===== src/rtl/motor_spi_scheduler_if.sv =====
`default_nettype none
// +----------------------------------------------------------------------------+
// | Module   : motor_spi_scheduler_if                                          |
// | Purpose  : Bundles the host register-file port, the SPI master handshake   |
// |            and the status outputs of motor_spi_scheduler.                  |
// | Modports : master - the scheduler side (drives go/dev_sel/datai, rd_data,  |
// |                     sweep_done, err_flags)                                 |
// |            slave  - the environment side (host + downstream SPI master)    |
// | Revision : 1.0 - initial release                                           |
// +----------------------------------------------------------------------------+
interface motor_spi_scheduler_if #(
  parameter int DATA_WIDTH = 16,
  parameter int NUM_DEV    = 7
);
  // Host side
  logic                  enable;
  logic                  tx_we;
  logic [2:0]            tx_addr;
  logic [DATA_WIDTH-1:0] tx_data;
  logic [2:0]            rd_addr;
  logic [DATA_WIDTH-1:0] rd_data;
  // SPI master handshake
  logic                  go;
  logic [2:0]            dev_sel;
  logic [DATA_WIDTH-1:0] datai;
  logic                  done;
  logic [DATA_WIDTH-1:0] datao;
  // Status
  logic                  sweep_done;
  logic [NUM_DEV-1:0]    err_flags;

  modport master (
    input  enable, tx_we, tx_addr, tx_data, rd_addr, done, datao,
    output rd_data, go, dev_sel, datai, sweep_done, err_flags
  );

  modport slave (
    output enable, tx_we, tx_addr, tx_data, rd_addr, done, datao,
    input  rd_data, go, dev_sel, datai, sweep_done, err_flags
  );
endinterface
`default_nettype wire


===== src/rtl/motor_spi_scheduler.sv =====
`default_nettype none
// +----------------------------------------------------------------------------+
// | Module   : motor_spi_scheduler                                             |
// | Purpose  : Round-robin sequencer in front of the motor-board SPI master.   |
// |            Walks devices 0..NUM_DEV-1 (drivers then ADCs), launches one    |
// |            transaction per device from a host-written tx register file and |
// |            captures the returned words into a rx register file. Sweeps     |
// |            repeat while enable is high, separated by a programmable gap.   |
// | Ports    : clk     - system clock                                          |
// |            resetb  - asynchronous active-low reset                         |
// |            bus     - motor_spi_scheduler_if.master (host tx/rd port, SPI   |
// |                      go/dev_sel/datai/done/datao, sweep_done, err_flags)   |
// | Options  : MOTOR_SPI_TIMEOUT_EN - adds a WAIT watchdog of TIMEOUT_CYCLES   |
// |            and per-device err_flags; otherwise err_flags is tied to 0.     |
// | Revision : 1.0 - initial release                                           |
// +----------------------------------------------------------------------------+
module motor_spi_scheduler #(
  parameter int DATA_WIDTH     = 16,
  parameter int NUM_DEV        = 7,
  parameter int GAP_CYCLES     = 64
`ifdef MOTOR_SPI_TIMEOUT_EN
  ,
  parameter int TIMEOUT_CYCLES = 4096
`endif
) (
  input  logic                  clk,
  input  logic                  resetb,
  motor_spi_scheduler_if.master bus
);

  localparam int               GAP_W    = $clog2(GAP_CYCLES + 1);
  localparam logic [2:0]       LAST_DEV = 3'(NUM_DEV - 1);
  // GAP spans counts 0..GAP_CYCLES, so that together with LOAD and START the
  // next go lands GAP_CYCLES+3 cycles after the sweep_done pulse.
  localparam logic [GAP_W-1:0] GAP_LAST = GAP_W'(GAP_CYCLES);

  typedef enum logic [2:0] {
    S_IDLE  = 3'd0,
    S_LOAD  = 3'd1,
    S_START = 3'd2,
    S_WAIT  = 3'd3,
    S_NEXT  = 3'd4,
    S_GAP   = 3'd5
  } state_t;

  state_t                state_q,   state_d;
  logic [2:0]            idx_q,     idx_d;
  logic [2:0]            dev_sel_q, dev_sel_d;
  logic [DATA_WIDTH-1:0] datai_q,   datai_d;
  logic [GAP_W-1:0]      gap_cnt_q, gap_cnt_d;
  logic [DATA_WIDTH-1:0] tx_q [NUM_DEV];
  logic [DATA_WIDTH-1:0] tx_d [NUM_DEV];
  logic [DATA_WIDTH-1:0] rx_q [NUM_DEV];
  logic [DATA_WIDTH-1:0] rx_d [NUM_DEV];
  logic                  sweep_done_w;

`ifdef MOTOR_SPI_TIMEOUT_EN
  localparam int              TO_W    = $clog2(TIMEOUT_CYCLES + 1);
  localparam logic [TO_W-1:0] TO_LAST = TO_W'(TIMEOUT_CYCLES - 1);
  logic [TO_W-1:0]    wait_cnt_q, wait_cnt_d;
  logic [NUM_DEV-1:0] err_q,      err_d;
`endif

  always_comb begin
    state_d      = state_q;
    idx_d        = idx_q;
    dev_sel_d    = dev_sel_q;
    datai_d      = datai_q;
    gap_cnt_d    = gap_cnt_q;
    tx_d         = tx_q;
    rx_d         = rx_q;
    sweep_done_w = 1'b0;
`ifdef MOTOR_SPI_TIMEOUT_EN
    wait_cnt_d   = wait_cnt_q;
    err_d        = err_q;
`endif

    // Host writes land in any state; datai only follows tx_reg at LOAD.
    if (bus.tx_we && (bus.tx_addr <= LAST_DEV)) begin
      tx_d[bus.tx_addr] = bus.tx_data;
    end

    case (state_q)
      S_IDLE: begin
        idx_d = 3'd0;
        if (bus.enable) state_d = S_LOAD;
      end
      S_LOAD: begin
        datai_d   = tx_q[idx_q];
        dev_sel_d = idx_q;
        state_d   = S_START;
      end
      S_START: begin
`ifdef MOTOR_SPI_TIMEOUT_EN
        wait_cnt_d = '0;
`endif
        state_d = S_WAIT;
      end
      S_WAIT: begin
        if (bus.done) begin
          rx_d[idx_q] = bus.datao;
`ifdef MOTOR_SPI_TIMEOUT_EN
          err_d[idx_q] = 1'b0;
`endif
          state_d = S_NEXT;
        end
`ifdef MOTOR_SPI_TIMEOUT_EN
        else if (wait_cnt_q == TO_LAST) begin
          err_d[idx_q] = 1'b1;
          state_d      = S_NEXT;
        end else begin
          wait_cnt_d = wait_cnt_q + 1'b1;
        end
`endif
      end
      S_NEXT: begin
        if (idx_q == LAST_DEV) begin
          sweep_done_w = 1'b1;
          idx_d        = 3'd0;
          gap_cnt_d    = '0;
          state_d      = S_GAP;
        end else if (!bus.enable) begin
          // Partial sweep is abandoned without a sweep_done pulse.
          idx_d   = 3'd0;
          state_d = S_IDLE;
        end else begin
          idx_d   = idx_q + 3'd1;
          state_d = S_LOAD;
        end
      end
      S_GAP: begin
        if (gap_cnt_q == GAP_LAST) begin
          gap_cnt_d = '0;
          state_d   = bus.enable ? S_LOAD : S_IDLE;
        end else begin
          gap_cnt_d = gap_cnt_q + 1'b1;
        end
      end
      default: begin
        state_d = S_IDLE;
      end
    endcase
  end

  always_ff @(posedge clk or negedge resetb) begin
    if (!resetb) begin
      state_q    <= S_IDLE;
      idx_q      <= 3'd0;
      dev_sel_q  <= 3'd0;
      datai_q    <= '0;
      gap_cnt_q  <= '0;
      tx_q       <= '{default: '0};
      rx_q       <= '{default: '0};
`ifdef MOTOR_SPI_TIMEOUT_EN
      wait_cnt_q <= '0;
      err_q      <= '0;
`endif
    end else begin
      state_q    <= state_d;
      idx_q      <= idx_d;
      dev_sel_q  <= dev_sel_d;
      datai_q    <= datai_d;
      gap_cnt_q  <= gap_cnt_d;
      tx_q       <= tx_d;
      rx_q       <= rx_d;
`ifdef MOTOR_SPI_TIMEOUT_EN
      wait_cnt_q <= wait_cnt_d;
      err_q      <= err_d;
`endif
    end
  end

  assign bus.go         = (state_q == S_START);
  assign bus.dev_sel    = dev_sel_q;
  assign bus.datai      = datai_q;
  assign bus.sweep_done = sweep_done_w;
  assign bus.rd_data    = (bus.rd_addr <= LAST_DEV) ? rx_q[bus.rd_addr] : '0;
`ifdef MOTOR_SPI_TIMEOUT_EN
  assign bus.err_flags  = err_q;
`else
  assign bus.err_flags  = '0;
`endif

endmodule
`default_nettype wire


===== src/flat_wrapper.sv =====
// flat-port wrapper written by rule: the top's interface ports become plain ports
module motor_spi_scheduler_flat 
#(
  parameter int DATA_WIDTH     = 16,
  parameter int NUM_DEV        = 7,
  parameter int GAP_CYCLES     = 64

)
  (clk, resetb, bus_enable, bus_tx_we, bus_tx_addr, bus_tx_data, bus_rd_addr, bus_done, bus_datao, bus_rd_data, bus_go, bus_dev_sel, bus_datai, bus_sweep_done, bus_err_flags);
  motor_spi_scheduler_if #(.DATA_WIDTH(DATA_WIDTH), .NUM_DEV(NUM_DEV)) bus_i ();
  input  logic clk;
  input  logic resetb;
  input wire logic [$bits(bus_i.enable)-1:0] bus_enable;
  input wire logic [$bits(bus_i.tx_we)-1:0] bus_tx_we;
  input wire logic [$bits(bus_i.tx_addr)-1:0] bus_tx_addr;
  input wire logic [$bits(bus_i.tx_data)-1:0] bus_tx_data;
  input wire logic [$bits(bus_i.rd_addr)-1:0] bus_rd_addr;
  input wire logic [$bits(bus_i.done)-1:0] bus_done;
  input wire logic [$bits(bus_i.datao)-1:0] bus_datao;
  output wire logic [$bits(bus_i.rd_data)-1:0] bus_rd_data;
  output wire logic [$bits(bus_i.go)-1:0] bus_go;
  output wire logic [$bits(bus_i.dev_sel)-1:0] bus_dev_sel;
  output wire logic [$bits(bus_i.datai)-1:0] bus_datai;
  output wire logic [$bits(bus_i.sweep_done)-1:0] bus_sweep_done;
  output wire logic [$bits(bus_i.err_flags)-1:0] bus_err_flags;
  assign bus_i.enable = bus_enable;
  assign bus_i.tx_we = bus_tx_we;
  assign bus_i.tx_addr = bus_tx_addr;
  assign bus_i.tx_data = bus_tx_data;
  assign bus_i.rd_addr = bus_rd_addr;
  assign bus_i.done = bus_done;
  assign bus_i.datao = bus_datao;
  assign bus_rd_data = bus_i.rd_data;
  assign bus_go = bus_i.go;
  assign bus_dev_sel = bus_i.dev_sel;
  assign bus_datai = bus_i.datai;
  assign bus_sweep_done = bus_i.sweep_done;
  assign bus_err_flags = bus_i.err_flags;
  motor_spi_scheduler #(.DATA_WIDTH(DATA_WIDTH), .NUM_DEV(NUM_DEV), .GAP_CYCLES(GAP_CYCLES)) u_core (.clk(clk), .resetb(resetb), .bus(bus_i));
endmodule

===== config.mk =====
export PLATFORM = sky130hd
export DESIGN_NAME = motor_spi_scheduler_flat
export DESIGN_NICKNAME = d
export VERILOG_FILES = /design/src/rtl/motor_spi_scheduler_if.sv /design/src/rtl/motor_spi_scheduler.sv /design/src/flat_wrapper.sv
export SDC_FILE = /design/constraint.sdc
export NUM_CORES = 1
export LEC_CHECK = 0
export ABC_AREA = 0
export BUFFER_PORTS_ARGS = -buffer_cell sky130_fd_sc_hd__buf_4
export CAP_MARGIN = 20
export CORE_MARGIN = 2
export CORE_UTILIZATION = 45
export DETAILED_ROUTE_END_ITERATION = 6
export GPL_ROUTABILITY_DRIVEN = 1
export GPL_TIMING_DRIVEN = 0
export MAX_ROUTING_LAYER = met4
export PLACE_DENSITY = 0.64
export REMOVE_ABC_BUFFERS = 1
export SLEW_MARGIN = 20
export SYNTH_ARGS = -nofsm -noshare
export SYNTH_HDL_FRONTEND = slang
export SYNTH_SLANG_ARGS = --single-unit

===== constraint.sdc =====
create_clock -name clk -period 4.4 [get_ports clk]
set_input_delay 0.66 -clock clk [delete_from_list [all_inputs] [get_ports clk]]
set_output_delay 0.66 -clock clk [all_outputs]
set_load 0.02 [all_outputs]

# Yosys cells after proc, flatten, opt, wreduce, memory -nomap -nowiden
# Cells that the tools add are included.
# word_totals
register_bits,256
elab_cells,78
in_bits,43
output_inout_bits,44
# op_classes
n_eq_ne,11
bitwise,3
n_mux,27
reduce_logical,9
magnitude_cmp,7
n_addsub,2
# op_table
op,count
112-bit bitwise mux,2
16-bit 2-to-1 mux,7
16-bit binary-select mux with 3-bit select,2
16-bit demux with 3-bit select,2
3-bit 2-to-1 mux,6
3-bit case mux with 6 select lines,1
7-bit 2-to-1 mux,2
7-bit case mux with 2 select lines,1
4-bit greater-or-equal comparator (second input constant),3
3-bit NOT with 4-bit output,3
3-bit equality test (second input constant),3
4-bit by 1-bit less-than comparator with 1-bit output (second input constant),2
7-bit by 1-bit adder with 7-bit output (second input constant),1
7-bit equality test (second input constant),1
3-bit by 2-bit equality test with 1-bit output (second input constant),2
3-bit <= comparator (second input constant),2
3-bit case mux with 2 select lines,1
2-bit by 1-bit inequality test with 1-bit output (second input constant),2
2-bit inequality test (second input constant),2
2-bit AND reduction,2
2-bit nonzero test,2
3-bit by 1-bit adder with 3-bit output (second input constant),1
3-bit by 1-bit equality test with 1-bit output (second input constant),1
1-bit logical AND,3
other kinds (3),5

# Logic depth before layout (Yosys ltp)
# logic_depth
ltp_word,6
ltp_mapped,8
depth_no_buf,6

# Worst setup path after synthesis
# OpenSTA, ideal clock, no wires.
# synth_timing
path_kind,input-to-output
start,input port bus_rd_addr[0]
end,output port bus_rd_data[10]
arrival_ns,1.913
n_path_buf,3
required_time_ns,3.740
path_stages,6
slack_ns,1.827
path_cell_list,buf_2 -> nor2b_1 -> clkbuf_1 -> clkbuf_1 -> a21oi_1 -> a21oi_1
# synth_via
elab_chain_cells,5
word_cells_on_any_way,6
cone_classes,order compare (1); mux (4); bitwise (1)
# synth_rtl
item,line,source
"start, declared",flat_wrapper.sv:17,input wire logic [$bits(bus_i.rd_addr)-1:0] bus_rd_addr;
3-bit NOT with 4-bit output (implied by the code),motor_spi_scheduler.sv:177,assign bus.rd_data = (bus.rd_addr <= LAST_DEV) ? rx_q[bus.rd_addr] : '0;
16-bit binary-select mux with 3-bit select,motor_spi_scheduler.sv:177,
16-bit 2-to-1 mux (implied by the code) (2 in a row),motor_spi_scheduler.sv:177,
16-bit 2-to-1 mux (*),motor_spi_scheduler.sv:177,
"end, declared",flat_wrapper.sv:20,output wire logic [$bits(bus_i.rd_data)-1:0] bus_rd_data;
# Mark *: on every way between the ends. The rest lies on a longest branch, timed or not. The select of a mux whose other input is x is not followed.

# Final worst setup path
# layout_timing
start,register u_core.idx_q[0]
end,output port bus_sweep_done
# layout_via
elab_chain_cells,3
# layout_rtl
item,line,source
"start, declared",motor_spi_scheduler.sv:47,"logic [2:0] idx_q, idx_d;"
"start signal, assigned",motor_spi_scheduler.sv:160,idx_q <= idx_d;
3-bit equality test,motor_spi_scheduler.sv:117,if (idx_q == LAST_DEV) begin
1-bit 2-to-1 mux,motor_spi_scheduler.sv:117,
1-bit 2-to-1 mux,motor_spi_scheduler.sv:83,case (state_q)
"end, declared",flat_wrapper.sv:24,output wire logic [$bits(bus_i.sweep_done)-1:0] bus_sweep_done;
# No other way between the ends.

==> reports/results.tsv <==
metric	value	unit
top_reg_cell synth	dfrtp_1	
Sw Pwr	2.07	mW
Combinational Power Share	24.0	%
diode count	0	
placed cell areas	0.0127	sq mm
YS warnings	0	
Seq/Total Area, Yosys	54.3	%
Max-Cap Viols	0	
Horiz. Die Dim	166	um
Area growth syn-to-layout	15.5	%
deepest clock path buffer count	3	
Worst EP arrival	2320	ps
Ports	87	
pin count of the biggest net entering global routing	95	
CP cell instances	buf_12, inv_4, ha_1, and2_1, and3_1, buf_4	
setup_tns	0	ps
Mapped Area	0.0118	sq mm
Int Pwr	5.21	mW
Syn Area/Cell	14.0	sq um
# fillers	2230	
R2R depth	3	
R2R Path End	u_core.rx_q[28]$_DFFE_PN0P_	
via/cell ratio	5.45	
Setup CP Type	flop to primary output	
Crit. Startpoint	u_core.idx_q[0]$_DFFE_PN0P_	
crit-path max cell delay	670	ps
clk slew on worst S/H paths	60	ps
Clock Power Share	31.4	%
clock skew	15.2	ps
DRC Markers	0	
Final period util	67.8	%
Post-Syn Instances	844	
Max FO, Critical Path	23	
initial DRC count	433	
nets	962	
DR vias	6916	
antenna violations before repair	0	
H-tree levels	1	
switch share	28.4	%
# placed instances	1220	
post_cts resized	0	
status	complete, no violations	
clock tree root driver cell	clkbuf_16	
Antenna Violating Nets Remaining	0	
hold buffer count at CTS	0	
placeable core area	0.0259	sq mm
number of buffers added on ports	79	
R2R Setup Slk	1440	ps
fin worst setup slack	1420	ps
Max VDD drop	0.000436	V
DIE HEIGHT	166	um
GRT Overall Usage	18.5	%
worst r2r src	u_core.idx_q[2]$_DFFE_PN0P_	
Worst Setup EP	bus_sweep_done	
Synth area leaders	dfrtp_1 (54%), mux2_2 (20%), mux4_2 (5.2%)	
measured slew at the worst slew-check pin	1040	ps
Rel. slew slack	30.6	%
full die area	0.0275	sq mm
Initial Utilization	45.5	%
number of synthesized flops with an enable pin	0	
first-pass GRT wire length	39.9	mm
worst skew pair latency	540	ps
asr flop ratio synth	100	%
Final Hold Vio Count	0	
vias in the first global route	7145	
HP Class	input pin to asynchronous set/reset pin	
dpl hpwl	14.9	mm
top cell type's share of synthesized area	54.3	%
min Tclk post-route	2980	ps
DRT Pass-1 Iters	4	
CTS tree	yes	
final core occ	52.5	%
most area-hungry cell type in the Yosys netlist	dfrtp_1	
most frequent cell after synthesis	dfrtp_1	
CTS buffer count	28	
routed len/inst	19.2	um
slowest stage cell, crit path	dfrtp_4	
fin area	0.0136	sq mm
Post-synth top cells	dfrtp_1 (256), mux2_2 (208), a21oi_1 (58), nor2_1 (58), mux2i_1 (47)	
gpl congestion	0.727	
Worst EP required	3740	ps
row cnt	59	
setup violators final	0	
power per cell area	535	mW/mm^2
sequential share of power	44.6	%
clk sinks	256	
RSZ-0062 raised after global routing	no	
fraction of layout cells with a size suffix above 1	43.6	%
GR Overflow Total	0	
#FFs+latches synth	256	
Critical Path Sink Type	primary output	
FMAX	335	MHz
final wirelength	24.4	mm
Synth cell types	53	
Layout Cells excl Fill	1270	
pre-CTS setup slack	1400	ps
Setup Fix Bufs, Post-CTS	0	
P_leak	6.04	nW
Critical Path Source Type	flop	
Pins Over Slew Limit	0	
cells by family after synthesis:
family	share of synthesized area (%)
multiplexers	31.3
AND/OR/NAND/NOR	5.55
flip-flops	54.3
AO/OA/AOI/OAI	4.78
buffers and inverters	3.52
other	0.0318
adder cells (fa/ha/maj)	0.425
layout make-up:
class / count / area [sq um] / share of cell area, %
repair buffers: 94 / 833 / 6.12
well taps: 335 / 419 / 3.08
clock inverters: 6 / 60.1 / 0.441
flip-flops and latches: 256 / 6410 / 47.1
clock buffers: 44 / 842 / 6.19
multi-input cells: 528 / 5020 / 36.9
inverters: 7 / 28.8 / 0.211
cell usage in the layout, fill, tap and decap left out, drive strengths merged, types with 4 or more instances in the layout:
master  count
nor2       61
mux2i      47
ha          4
a21oi      58
o22ai       4
mux4       27
nand2       9
nand3b      5
o21ai      13
nand3       4
a221oi      8
nor3        6
nand2b      7
a31oi       5
and3        6
dfrtp     256
conb        7
mux2      227
buf        94
inv         7
clkbuf     44
stage by stage:
| step | hold WS [ps] | power, mW |
|---|---|---|
| 2_1_floorplan | 364 | 4.40 |
| 3_3_place_gp | 468 | 4.96 |
| 3_5_place_dp | 474 | 5.06 |
| 4_1_cts | 168 | 7.37 |
| 5_1_grt | 182 | 7.67 |
| 6_report | 146 | 7.28 |
per-layer routing:
layer	vias to the layer above	part of all wire [%]	track usage, %	routed length [um]
li1	3218	-	-	-
met1	3550	47	25.8	11500
met2	114	47	29.1	11500
met3	34	4.1	3.15	1000
met4	0	1.4	3.36	348
met5	-	0	-	0
worst max-delay path, delay by kind of cell, from the launching register on:
kind,cells,cell delay [ps]
AND/OR/NAND/NOR,2,420
adder cells (fa/ha/maj),1,210
buffers and inverters,3,470
flip-flops,1,670
power by group through the flow:
stage          logic, mW  registers (mW)  clock network [mW]
2_1_floorplan       1.11            3.30                   0
3_3_place_gp        1.66            3.31                   0
3_5_place_dp        1.78            3.28                   0
4_1_cts             1.78            3.24                2.34
5_1_grt             1.93            3.32                2.43
6_report            1.75            3.24                2.29
how the worst min path moves through the flow:
stage	start	endpoint	slack, ps	depth (start not counted)
after floorplan	resetb	u_core.bus.datai[0]$_DFFE_PN0P_	360	0
after global placement	u_core.tx_q[46]$_DFFE_PN0P_	u_core.tx_q[46]$_DFFE_PN0P_	470	1
after detailed placement	u_core.tx_q[73]$_DFFE_PN0P_	u_core.tx_q[73]$_DFFE_PN0P_	470	1
after CTS	resetb	u_core.bus.datai[11]$_DFFE_PN0P_	170	1
after global routing	resetb	u_core.bus.dev_sel[1]$_DFFE_PN0P_	180	1
final	resetb	u_core.bus.dev_sel[1]$_DFFE_PN0P_	150	1
registers in the layout, indices dropped and copies added, names as in the netlist:
signal              flops
u_core.bus.datai       16
u_core.rx_q           112
u_core.state_q          3
u_core.idx_q            3
u_core.bus.dev_sel      3
u_core.gap_cnt_q        7
u_core.tx_q           112
No activity file was read; power rests on OpenSTA's default activity.
